### src/rtl/display_formatter_pkg.sv
// Shared constants, state encoding and the double-dabble helper for the
// display formatter.
package display_formatter_pkg;

  typedef enum logic [1:0] {StIdle, StConvert, StFormat} state_e;

  // Active-low patterns, bits [7:1] = segments a..g, bit 0 = dp; index = nibble value.
  localparam logic [15:0][7:0] DigitCodes = {
    8'h71, 8'h61, 8'h85, 8'h63, 8'hC1, 8'h11, 8'h09, 8'h01,
    8'h1F, 8'h41, 8'h49, 8'h99, 8'h0D, 8'h25, 8'h9F, 8'h03
  };

  localparam logic [7:0]  Blank      = 8'hFF;
  localparam logic [7:0]  Dash       = 8'hFD;
  localparam logic [15:0] DecMax     = 16'd9999;
  localparam logic [4:0]  ConvCycles = 5'd16;

  function automatic logic [15:0] dd_adjust(input logic [15:0] bcd);
    logic [15:0] r;
    r = bcd;
    for (int i = 0; i < 4; i++) begin
      if (r[4*i +: 4] >= 4'd5) r[4*i +: 4] = r[4*i +: 4] + 4'd3;
    end
    return r;
  endfunction

endpackage

### src/rtl/display_formatter_if.sv
// Request/result bundle between a display client (master) and the formatter (slave).
interface display_formatter_if;
  logic [15:0] binIn;
  logic        load;
  logic        hexMode;
  logic        blankZeros;
  logic [3:0]  dpIn;
  logic [7:0]  displayValuesA;
  logic [7:0]  displayValuesB;
  logic [7:0]  displayValuesC;
  logic [7:0]  displayValuesD;
  logic        busy;
  logic        done;

  modport master (
    output binIn, load, hexMode, blankZeros, dpIn,
    input  displayValuesA, displayValuesB, displayValuesC, displayValuesD, busy, done
  );

  modport slave (
    input  binIn, load, hexMode, blankZeros, dpIn,
    output displayValuesA, displayValuesB, displayValuesC, displayValuesD, busy, done
  );
endinterface

### src/rtl/seg_encoder.sv
// Nibble to active-low seven-segment pattern; dash overrides blank, dp applies to all.
module seg_encoder
  import display_formatter_pkg::*;
(
  input  logic [3:0] nibble_i,
  input  logic       blank_i,
  input  logic       dash_i,
  input  logic       dp_i,
  output logic [7:0] pattern_o
);

  always_comb begin
    if (dash_i) begin
      pattern_o = Dash;
    end else if (blank_i) begin
      pattern_o = Blank;
    end else begin
      pattern_o = DigitCodes[nibble_i];
    end
    if (dp_i) pattern_o[0] = 1'b0;
  end

endmodule

### src/rtl/display_formatter.sv
// Formats a 16-bit operand as four hex or decimal seven-segment patterns, with
// leading-zero blanking, decimal points and a dash display for decimal overflow.
module display_formatter
  import display_formatter_pkg::*;
(
  input  logic                clock,
  input  logic                reset,
  display_formatter_if.slave  bus
);

  state_e           state_q, state_d;
  logic [15:0]      shift_q, shift_d;
  logic [15:0]      bcd_q, bcd_d;
  logic [4:0]       cnt_q, cnt_d;
  logic             hex_q, hex_d;
  logic             blank_q, blank_d;
  logic             ovf_q, ovf_d;
  logic [3:0]       dp_q, dp_d;
  logic [3:0][7:0]  disp_q, disp_d;
  logic             done_q, done_d;

  logic [3:0][3:0]  digits;
  logic [3:0]       blank;
  logic             dash;
  logic [3:0][7:0]  pattern;

  // Hex digits come straight from the untouched operand; decimal from the BCD result.
  always_comb begin
    digits   = hex_q ? shift_q : bcd_q;
    dash     = ovf_q & ~hex_q;
    blank[3] = blank_q & ~dash & (digits[3] == 4'd0);
    blank[2] = blank[3] & (digits[2] == 4'd0);
    blank[1] = blank[2] & (digits[1] == 4'd0);
    blank[0] = 1'b0;
  end

  for (genvar i = 0; i < 4; i++) begin : g_seg
    seg_encoder u_seg (
      .nibble_i  (digits[i]),
      .blank_i   (blank[i]),
      .dash_i    (dash),
      .dp_i      (dp_q[i]),
      .pattern_o (pattern[i])
    );
  end

  always_comb begin
    state_d = state_q;
    shift_d = shift_q;
    bcd_d   = bcd_q;
    cnt_d   = cnt_q;
    hex_d   = hex_q;
    blank_d = blank_q;
    ovf_d   = ovf_q;
    dp_d    = dp_q;
    disp_d  = disp_q;
    done_d  = 1'b0;
    unique case (state_q)
      StIdle: begin
        if (bus.load) begin
          shift_d = bus.binIn;
          bcd_d   = '0;
          cnt_d   = '0;
          hex_d   = bus.hexMode;
          blank_d = bus.blankZeros;
          ovf_d   = bus.binIn > DecMax;
          dp_d    = bus.dpIn;
          state_d = bus.hexMode ? StFormat : StConvert;
        end
      end
      StConvert: begin
        bcd_d   = {dd_adjust(bcd_q)[14:0], shift_q[15]};
        shift_d = {shift_q[14:0], 1'b0};
        cnt_d   = cnt_q + 5'd1;
        if (cnt_q == ConvCycles - 5'd1) state_d = StFormat;
      end
      StFormat: begin
        disp_d  = pattern;
        done_d  = 1'b1;
        state_d = StIdle;
      end
      default: state_d = StIdle;
    endcase
  end

  always_ff @(posedge clock) begin
    if (reset) begin
      state_q <= StIdle;
      shift_q <= '0;
      bcd_q   <= '0;
      cnt_q   <= '0;
      hex_q   <= 1'b0;
      blank_q <= 1'b0;
      ovf_q   <= 1'b0;
      dp_q    <= '0;
      disp_q  <= {4{Blank}};
      done_q  <= 1'b0;
    end else begin
      state_q <= state_d;
      shift_q <= shift_d;
      bcd_q   <= bcd_d;
      cnt_q   <= cnt_d;
      hex_q   <= hex_d;
      blank_q <= blank_d;
      ovf_q   <= ovf_d;
      dp_q    <= dp_d;
      disp_q  <= disp_d;
      done_q  <= done_d;
    end
  end

  assign bus.displayValuesA = disp_q[3];
  assign bus.displayValuesB = disp_q[2];
  assign bus.displayValuesC = disp_q[1];
  assign bus.displayValuesD = disp_q[0];
  assign bus.busy           = (state_q != StIdle);
  assign bus.done           = done_q;

endmodule
### src/flat_wrapper.sv
// flat-port wrapper written by rule: the top's interface ports become plain ports
module display_formatter_flat import display_formatter_pkg::*;
  (clock, reset, bus_binIn, bus_load, bus_hexMode, bus_blankZeros, bus_dpIn, bus_displayValuesA, bus_displayValuesB, bus_displayValuesC, bus_displayValuesD, bus_busy, bus_done);
  display_formatter_if bus_i ();
  input  logic clock;
  input  logic reset;
  input wire logic [$bits(bus_i.binIn)-1:0] bus_binIn;
  input wire logic [$bits(bus_i.load)-1:0] bus_load;
  input wire logic [$bits(bus_i.hexMode)-1:0] bus_hexMode;
  input wire logic [$bits(bus_i.blankZeros)-1:0] bus_blankZeros;
  input wire logic [$bits(bus_i.dpIn)-1:0] bus_dpIn;
  output wire logic [$bits(bus_i.displayValuesA)-1:0] bus_displayValuesA;
  output wire logic [$bits(bus_i.displayValuesB)-1:0] bus_displayValuesB;
  output wire logic [$bits(bus_i.displayValuesC)-1:0] bus_displayValuesC;
  output wire logic [$bits(bus_i.displayValuesD)-1:0] bus_displayValuesD;
  output wire logic [$bits(bus_i.busy)-1:0] bus_busy;
  output wire logic [$bits(bus_i.done)-1:0] bus_done;
  assign bus_i.binIn = bus_binIn;
  assign bus_i.load = bus_load;
  assign bus_i.hexMode = bus_hexMode;
  assign bus_i.blankZeros = bus_blankZeros;
  assign bus_i.dpIn = bus_dpIn;
  assign bus_displayValuesA = bus_i.displayValuesA;
  assign bus_displayValuesB = bus_i.displayValuesB;
  assign bus_displayValuesC = bus_i.displayValuesC;
  assign bus_displayValuesD = bus_i.displayValuesD;
  assign bus_busy = bus_i.busy;
  assign bus_done = bus_i.done;
  display_formatter u_core (.clock(clock), .reset(reset), .bus(bus_i));
endmodule
### config.mk
export PLATFORM = sky130hd
export DESIGN_NAME = display_formatter_flat
export DESIGN_NICKNAME = d
export VERILOG_FILES = /design/src/rtl/display_formatter_pkg.sv /design/src/rtl/display_formatter_if.sv /design/src/rtl/seg_encoder.sv /design/src/rtl/display_formatter.sv /design/src/flat_wrapper.sv
export SDC_FILE = /design/constraint.sdc
export NUM_CORES = 1
export LEC_CHECK = 0
export BUFFER_PORTS_ARGS = -buffer_cell sky130_fd_sc_hd__buf_2
export CORE_MARGIN = 4
export CORE_UTILIZATION = 35
export CTS_BUF_LIST = sky130_fd_sc_hd__clkbuf_16
export DETAILED_ROUTE_END_ITERATION = 16
export PLACE_DENSITY_LB_ADDON = 0.05
export SETUP_SLACK_MARGIN = 0.1
export SYNTH_ARGS = -nofsm -noshare
export SYNTH_HDL_FRONTEND = slang
export SYNTH_SLANG_ARGS = --single-unit
### constraint.sdc
create_clock -name clock -period 5.65 [get_ports clock]
set_input_delay 0.565 -clock clock [delete_from_list [all_inputs] [get_ports clock]]
set_output_delay 0.565 -clock clock [all_outputs]
set_load 0.02 [all_outputs]
==> results.txt, run 1 <==
The run finished with clean final reports. The first global-routing pass estimated 19600 um of wire. The number of design rule violations left after detail routing was 0; the post-layout minimum cycle time was 3.18 ns. Kind of end point of the critical path: a register.

The library cells used most frequently in the layout, excluding fill and tap cells, are dfxtp_1 (79), nand2_1 (64), buf_2 (58). With fillers left out, the area of the finished cells amounts to 5190 um2. The clock net in this run drives a total of 79 sinks. The slew at the pin closest to its max-slew limit is 1.08 ns. The number of synthesized flops with an enable pin was 0; the number of design-rule violations left by the first detailed-router iteration was 314. The maximum number of buffers from clock root to sink was 2.

The cell area reported after detailed placement is 4940 um2. The tightest min-delay check is of the reg2reg type. For the count of mapped cells out of synthesis, the log shows 553.

The tools report the count of pins over their slew limit as 0. Summed over all nets, the half-perimeter wirelength after detailed placement is 8750 um. The number of endpoints with negative hold slack in the final report was 0; the die outline width was 122 um. The tools report the setup clock skew after layout as 0.00498 ns. The floorplan step set the die height to 122 um. The placement-stage worst setup slack is 2.49 ns, and the maximum fanout along the worst path is 22.

Flip-flop cell with the highest count after synthesis: dfxtp_1. The average routed wire per standard cell is 15.8 um. The setup path with the least slack is of type reg2reg. Entering global routing, the biggest net connects 63 pins.

The clock-pin transition on the worst setup and hold timing paths was 0.06 ns. The number of input and output port buffers inserted is 58. The global-route total usage across every layer was 17.0%; the total leakage power was 2.04 nW.

The largest single stage delay on the critical path is 0.95 ns. The post-cts repair resize count was 0; the final clock period utilization by the worst path was 56.3%. TritonCTS built the clock tree. The total power divided by cell area was 246 nW/um2. In this run the most critical hold path is launched from u_core.bus.displayValuesD[0]$_SDFFE_PP1P_. The post-cts hold buffer count was 0; the fraction of final layout cells with drive strength greater than 1 was 15.9%. The reg-to-reg critical path startpoint was u_core.hex_q$_SDFFE_PP0P_. The per-instance average area after synthesis is 8.27 um2.

At the end of routability-driven placement, the weighted congestion stood at 0.849. For the H-tree depth, the log shows 3. Buffer and inverter count on the worst path: 1. Row generation in the floorplan step produced 41 rows.

The kind of start point of the critical path is a register. The tools report the required time reported for the critical path endpoint as 5.93 ns. The slowest cell on the critical path is dfxtp_1. The area growth from synthesis to layout is 13.6%. Total power for the finished layout comes to 0.00128 W. The share of the core filled with cells came out at 40.8%.

The tool flagged a number of max-cap violations equal to 0. Once detail routing completed, the nets flagged for antenna violations numbered 0. The logs give 314 MHz for the fmax and 0 ns for the sum of negative setup slack. Yosys printed 0 warnings.

The clock reaches the later pin of the worst-skew pair after 0.34 ns. The logs give 0 for the number of antenna violations at the first check in global routing and 0 for the total overflow reported by the global router. The tools report the area of the placeable core as 12700 um2.

VDD sags by at most 149 uV. The run gives 3857 as the via count of the first global-routing pass. TritonCTS created 9 clock buffers. The data arrival time at the worst-slack endpoint is 3.47 ns, and the total iterations of the first detailed-routing run is 4.

The net count of the finished layout is 655. For the number of antenna repair diodes, the log shows 0. Setup repair after global routing left no endpoint under its margin. Walking the worst path, the cells encountered are buf_4 -> mux2i_1 -> ha_1 -> nand2_1 -> nor3_1 -> or4b_4 -> nand2_4 -> o22a_2. Reg2reg setup slack: 2.47 ns.

The logs give 28.1% for the relative slew slack and 34.6% for the fraction of the yosys area taken by sequential cells. The library cell used most frequently in the layout, excluding fill and tap cells, is dfxtp_1. The tools report the total standard cell area after synthesis as 4570 um2. The detailed router placed 3992 vias in this run.

In this run the worst setup path begins at u_core.hex_q$_SDFFE_PP0P_. The post-CTS repair timing setup buffer count was 0. The largest area contributor in the synthesized netlist was dfxtp_1. Using the TritonRoute via totals, the vias-per-cell ratio works out to 5.20.

Synthesis instantiated 57 different standard cells from the library. Number of nets in the synthesized netlist: 615. The share of synthesized area in the top cell type comes to 34.6%. Total wirelength of the detailed-routed design: 12200 um. The cell sitting at the root of the clock tree is a clkbuf_16. The run gives 0 as the number of endpoints failing setup at the final stage.

59 I/O pins were placed. The family with the most delay on the worst path is flip-flops. After synthesis, the cell types taking the most area are dfxtp_1 (35%), ha_1 (10%), a21oi_1 (6.0%). Once the floorplan was initialized, standard cells occupied 35.9% of the core. The synthesized design contains 79 register bits. Across all setup checks in the final design, the least slack found is 2.47 ns.

The logs give 1382 for the count of filler cells inserted in the layout and 15000 um2 for the die area. In the synthesized netlist the async set-or-reset flop fraction comes to 0%.
## sequential cells by signal, summed over array words and instances (netlist names)
| name | count |
|---|---|
| u_core.state_q | 2 |
| u_core.bus.displayValuesA | 8 |
| u_core.shift_q | 16 |
| u_core.dp_q | 4 |
| u_core.blank_q | 1 |
| u_core.bus.done | 1 |
| u_core.bus.displayValuesD | 8 |
| u_core.hex_q | 1 |
| u_core.ovf_q | 1 |
| u_core.bus.displayValuesC | 8 |
| u_core.cnt_q | 5 |
| u_core.bus.displayValuesB | 8 |
| u_core.bcd_q | 16 |
## where the power goes
part / internal [W] / switching (W)
logic: 0.0000608 / 0.000106
registers: 0.000583 / 0.0000251
clock network: 0.000285 / 0.000217
## routing by layer
layer  track usage [%]  routed length (um)  vias to the layer above
li1                  -                   -                     2044
met1              21.8                5730                     1880
met2              27.9                5670                       54
met3              4.19                 498                       14
met4              6.37                 258                        0
met5                 0                   0                        -
## cell usage after synthesis, drive strengths merged (5+ instances only)
library cell,number
a21oi,56
a22oi,14
a31oi,9
and2,5
buf,20
clkbuf,15
dfxtp,79
ha,37
inv,25
mux2,6
mux2i,18
nand2,65
nand2b,8
nand3,21
nor2,49
nor3,19
o21ai,30
o21bai,6
o22a,15
o22ai,7
## cells by family (layout without fill, tap and decap cells)
family | count (synthesis) | count (layout) | share of synthesized area, %
AOI/OAI and AO/OA | 164 | 164 | 23.1
adders and majority gates | 37 | 37 | 10.1
and+or+nand+nor | 180 | 180 | 18.2
buffers and inverters | 60 | 103 | 5.97
DFF | 79 | 79 | 34.6
muxes | 26 | 26 | 6.65
xor gates and xnor gates | 7 | 7 | 1.34
## per-stage QoR
stage,hold slack [ns],cells
global route,0.470,768
CTS,0.443,768
finish,0.457,768
detailed placement,0.446,754
global placement,0.442,754
floorplan,0.437,553
## area by class of cell
type	instances	area (um2)	share of cell area (%)
clock buffers	9	225	4.34
flip-flops and latches	79	1580	30.5
inverters	25	93.8	1.81
multi-input cells	414	2720	52.4
repair buffers	64	335	6.46
well taps	172	215	4.15
clock inverters	5	20.0	0.386
## final timing paths
check,end,cells after the start
max,u_core.bus.displayValuesC[7]$_SDFFE_PP1P_,8
max reg2reg,u_core.bus.displayValuesC[7]$_SDFFE_PP1P_,8
min reg2reg,u_core.bus.displayValuesD[0]$_SDFFE_PP1P_,1
min,u_core.bus.displayValuesD[0]$_SDFFE_PP1P_,1
## worst register-to-register path, stage by stage, from the launching register on
cell     delay [ns]
dfxtp_1        0.95
buf_4          0.39
mux2i_1        0.53
ha_1           0.31
nand2_1        0.07
nor3_1         0.12
or4b_4         0.51
nand2_4        0.11
o22a_2         0.13
(Power assumes the default switching activity.)
==> inputs of run 2 (changes only) <==
--- a/config.mk
+++ b/config.mk
@@ -5,6 +5,7 @@
 export SDC_FILE = /design/constraint.sdc
 export NUM_CORES = 1
 export LEC_CHECK = 0
+export ABC_AREA = 1
 export BUFFER_PORTS_ARGS = -buffer_cell sky130_fd_sc_hd__buf_2
 export CORE_MARGIN = 4
 export CORE_UTILIZATION = 35
==> constraint.sdc (replaced) <==
create_clock -name clock -period 3.27 [get_ports clock]
set_input_delay 0.327 -clock clock [delete_from_list [all_inputs] [get_ports clock]]
set_output_delay 0.327 -clock clock [all_outputs]
set_load 0.02 [all_outputs]
==> run 2 against run 1 <==
Net effect:
- power rose by 120%
- wire length rose by 7.5%
- critical path depth rose by 5
- cell count rose by 22%
==> results.txt, run 2 <==
The run finished with clean final reports. Among all stages on the critical path, the largest delay is contributed by dfxtp_1. The total wirelength of the detailed-routed design was 13100 um. For the finished layout, the period the worst path requires is 2.36 ns. After synthesis, the mean cell area works out to 6.81 um2.

For the worst setup path, the data arrival time is 2.60 ns. The tools report the required time reported for the critical path endpoint as 3.51 ns. For this run, the number of Yosys warnings is 0. The worst setup path is of the reg2reg kind. Measured in cells, the most critical reg-to-reg path has a length of 13. The tools report the post-cts hold buffer count as 0. The share of flip-flops with an asynchronous set or reset works out to 0%. Yosys mapped the design onto 33 distinct sky130hd cell types.

The synthesized netlist devotes 0.544% of its cell area to XOR and XNOR gates. The number of input and output port buffers inserted is 58. By area, the combinational part of the netlist is dominated by simple AND/OR/NAND/NOR gates. The run gives 5 as the total iterations of the first detailed-routing run. Summing the areas of all compound-gate instances in the mapped netlist gives 15.5% of the synthesized area.

Average routed wire per standard cell: 13.9 um. The number of synthesized flops with an enable pin was 0. The fraction of final layout cells with drive strength greater than 1 was 16.7%; the setup clock skew after layout was 0.00993 ns.

In the layout the commonest cells are nand2_1 (212), dfxtp_1 (79), inv_1 (64). By area the synthesized netlist is led by dfxtp_1 (33%), nand2_1 (16%), ha_1 (9.6%). The count of pins over their slew limit came out at 0. On the worst path, the slowest cell contributes a delay of 0.74 ns.

The logic depth of the worst setup path including buffers was 13; the routability congestion estimate was 0.882. The tool flagged a number of max-cap violations equal to 0. Along the worst hold path, the cell count comes to 3. After the first detailed-routing iteration, the DRC count stood at 259.

Flip-flop cell with the highest count after synthesis: dfxtp_1. Headroom to the max-slew limit came out at 42.6%. The number of antenna diodes in the final layout is 0. The first global-routing pass estimated 22100 um of wire. The fraction of synthesized cell area taken by the top area cell type works out to 32.8%.

Clock-pin slew was measured on the worst setup and hold paths at 0.07 ns. The net count of the finished layout is 819. The adder-cell share of the synthesized area is 9.59%, and the via count of the first global-routing pass is 4260. Family with the most delay on the worst path: flip-flops.

The number of core rows came out at 42. For the maximum number of buffers from clock root to sink, the log shows 2. TritonCTS built the clock tree. Layout-stage area growth over the synthesis result: 15.1%. After detailed routing, the number of remaining DRC violations is 0. The share of the core filled with cells was 41.6%. The total power divided by cell area works out to 503 nW/um2. The post-CTS repair timing setup buffer count came out at 0. The run gives 0 as the total overflow reported by the global router. The initial utilization of the core area, before any placement, comes to 36.2%. The largest area contributor in the synthesized netlist is dfxtp_1. The run gives 0.35 ns as the source-to-sink clock delay at the later pin of the worst-skew pair.

The most prevalent standard cell on the critical path was nand2_1. The post-cts repair resize count was 0; the clock sink count was 79. The simple-gate area share of the yosys netlist was 32.8%.

The final route contains 4457 vias. By count the netlist is led by nand2_1 (212), dfxtp_1 (79), inv_1 (64). Counting the buffers created by CTS gives 9.

The wire-length estimate of the detail-placed layout is 9540 um. The run gives 0 as the remaining number of nets flagged by the antenna check after routing. The critical path contains buffers and inverters numbering 2 combined. The tightest min-delay check is of the in2reg type. The kind of start point of the critical path is a register. The die extent in y is 125 um, and the number of endpoints failing setup at the final stage is 0. The total of flip-flops plus latches after synthesis is 79.

The library cell used most frequently in the layout, excluding fill and tap cells, is nand2_1. Synthesis produced 709 cells. The maximum fanout along the worst path came out at 18. The H-tree depth was 3. The most used standard cell by instance count after synthesis was nand2_1. The tools report the cell at the root of the clock tree as clkbuf_16. The die covers 15700 um2.

After synthesis, the share of cell area in mux cells is 0%. The fraction of the yosys area taken by sequential cells is 32.8%, and the largest net degree at the start of global routing is 40. The count of filler cells inserted in the layout is 1470, and the peak ir drop on the vdd network is 218 uV. The floorplan step set the die width to 125 um. The number of placed instances, taps included, is 922.

The logs give 938 for the number of cells in the finished layout apart from fillers and 423 MHz for the fmax. In this run the count of I/O pins placed on the die edge is 59. Kind of end point of the critical path: a register. The worst path uses 72.2% of the clock period. The mapped netlist covers 4830 um2. Setup total negative slack on the finished layout was measured at 0 ns.

In this run the static leakage power is 2.38 nW. The largest registers in the layout are u_core.bcd_q x16, u_core.shift_q x16. The run gives 13300 um2 as the area of the placeable core. The number of nets in the synthesized netlist was 771. The number of antenna violations at the first check in global routing is 0. Setup repair after global routing left no endpoint under its margin. The detail-routed via count per cell was 4.75; the global-route total usage across every layer was 17.2%.

The slew at the pin closest to its max-slew limit works out to 0.859 ns. The tools report the number of endpoints with negative hold slack in the final report as 0. The signal on the critical path passes through buf_4 -> nand2_1 -> o21ai_2 -> inv_1 -> ha_1 -> nand3_1 -> nand2_1 -> nand2_1 -> nand2_1 -> nor2_1 -> nand2_1 -> nand2_1 -> nand2_1.
## run 2: cells by family (layout without fill, tap and decap cells)
| family | count (synthesis) | after routing |
|---|---|---|
| AO/OA/AOI/OAI | 133 | 133 |
| AND/OR/NAND/NOR | 359 | 359 |
| XOR/XNOR | 3 | 3 |
| buffers and inverters | 98 | 151 |
| adder cells (fa/ha/maj) | 37 | 37 |
| flip-flops | 79 | 79 |
## run 2: final timing paths
path,start,end,slack (ns)
worst max register to register,u_core.hex_q$_SDFFE_PP0P_,u_core.bus.displayValuesC[4]$_SDFFE_PP1P_,0.91
worst max-delay path,u_core.hex_q$_SDFFE_PP0P_,u_core.bus.displayValuesC[4]$_SDFFE_PP1P_,0.91
worst min register to register,u_core.dp_q[1]$_SDFFE_PP0P_,u_core.bus.displayValuesC[0]$_SDFFE_PP1P_,0.44
worst min-delay path,bus_binIn[0],u_core.shift_q[0]$_SDFFE_PP0P_,0.24
## run 2: routing by layer
metal | track usage (%) | wire length, um | vias to the layer above
met2 | 26.4 | 5640 | 72
met4 | 6.31 | 237 | 0
met5 | 0 | 0 | -
met1 | 24.2 | 6760 | 1970
li1 | - | - | 2400
met3 | 2.90 | 435 | 15
## run 2: cell type report
class / count / area (um2) / area share, %
clock inverters: 7 / 103 / 1.85
clock buffers: 9 / 225 / 4.05
well taps: 176 / 220 / 3.96
flip-flops and latches: 79 / 1580 / 28.5
inverters: 70 / 263 / 4.73
multi-input cells: 532 / 2820 / 50.8
repair buffers: 65 / 343 / 6.17
## run 2: stage by stage
step / area, um2 / power (W) / setup slack, ns / hold slack (ns)
6_report: 5560 / 0.00279 / 0.908 / 0.238
5_1_grt: 5560 / 0.00296 / 0.721 / 0.246
4_1_cts: 5560 / 0.00284 / 0.939 / 0.225
3_5_place_dp: 5230 / 0.00170 / 0.968 / 0.440
3_3_place_gp: 5230 / 0.00170 / 1.00 / 0.437
2_1_floorplan: 4830 / 0.00154 / 1.43 / 0.427
## run 2: report_power, final
| group | switching, W | total, W | internal, W |
|---|---|---|---|
| logic | 0.000407 | 0.000600 | 0.000193 |
| clock network | 0.000441 | 0.00112 | 0.000678 |
| registers | 0.0000476 | 0.00108 | 0.00103 |
## run 2: worst register-to-register path, delay by kind of cell (launching register included)
family	cells	cell delay, ns
flip-flops	1	0.74
AND/OR/NAND/NOR	9	0.68
buffers and inverters	2	0.45
adder cells (fa/ha/maj)	1	0.24
AO/OA/AOI/OAI	1	0.15
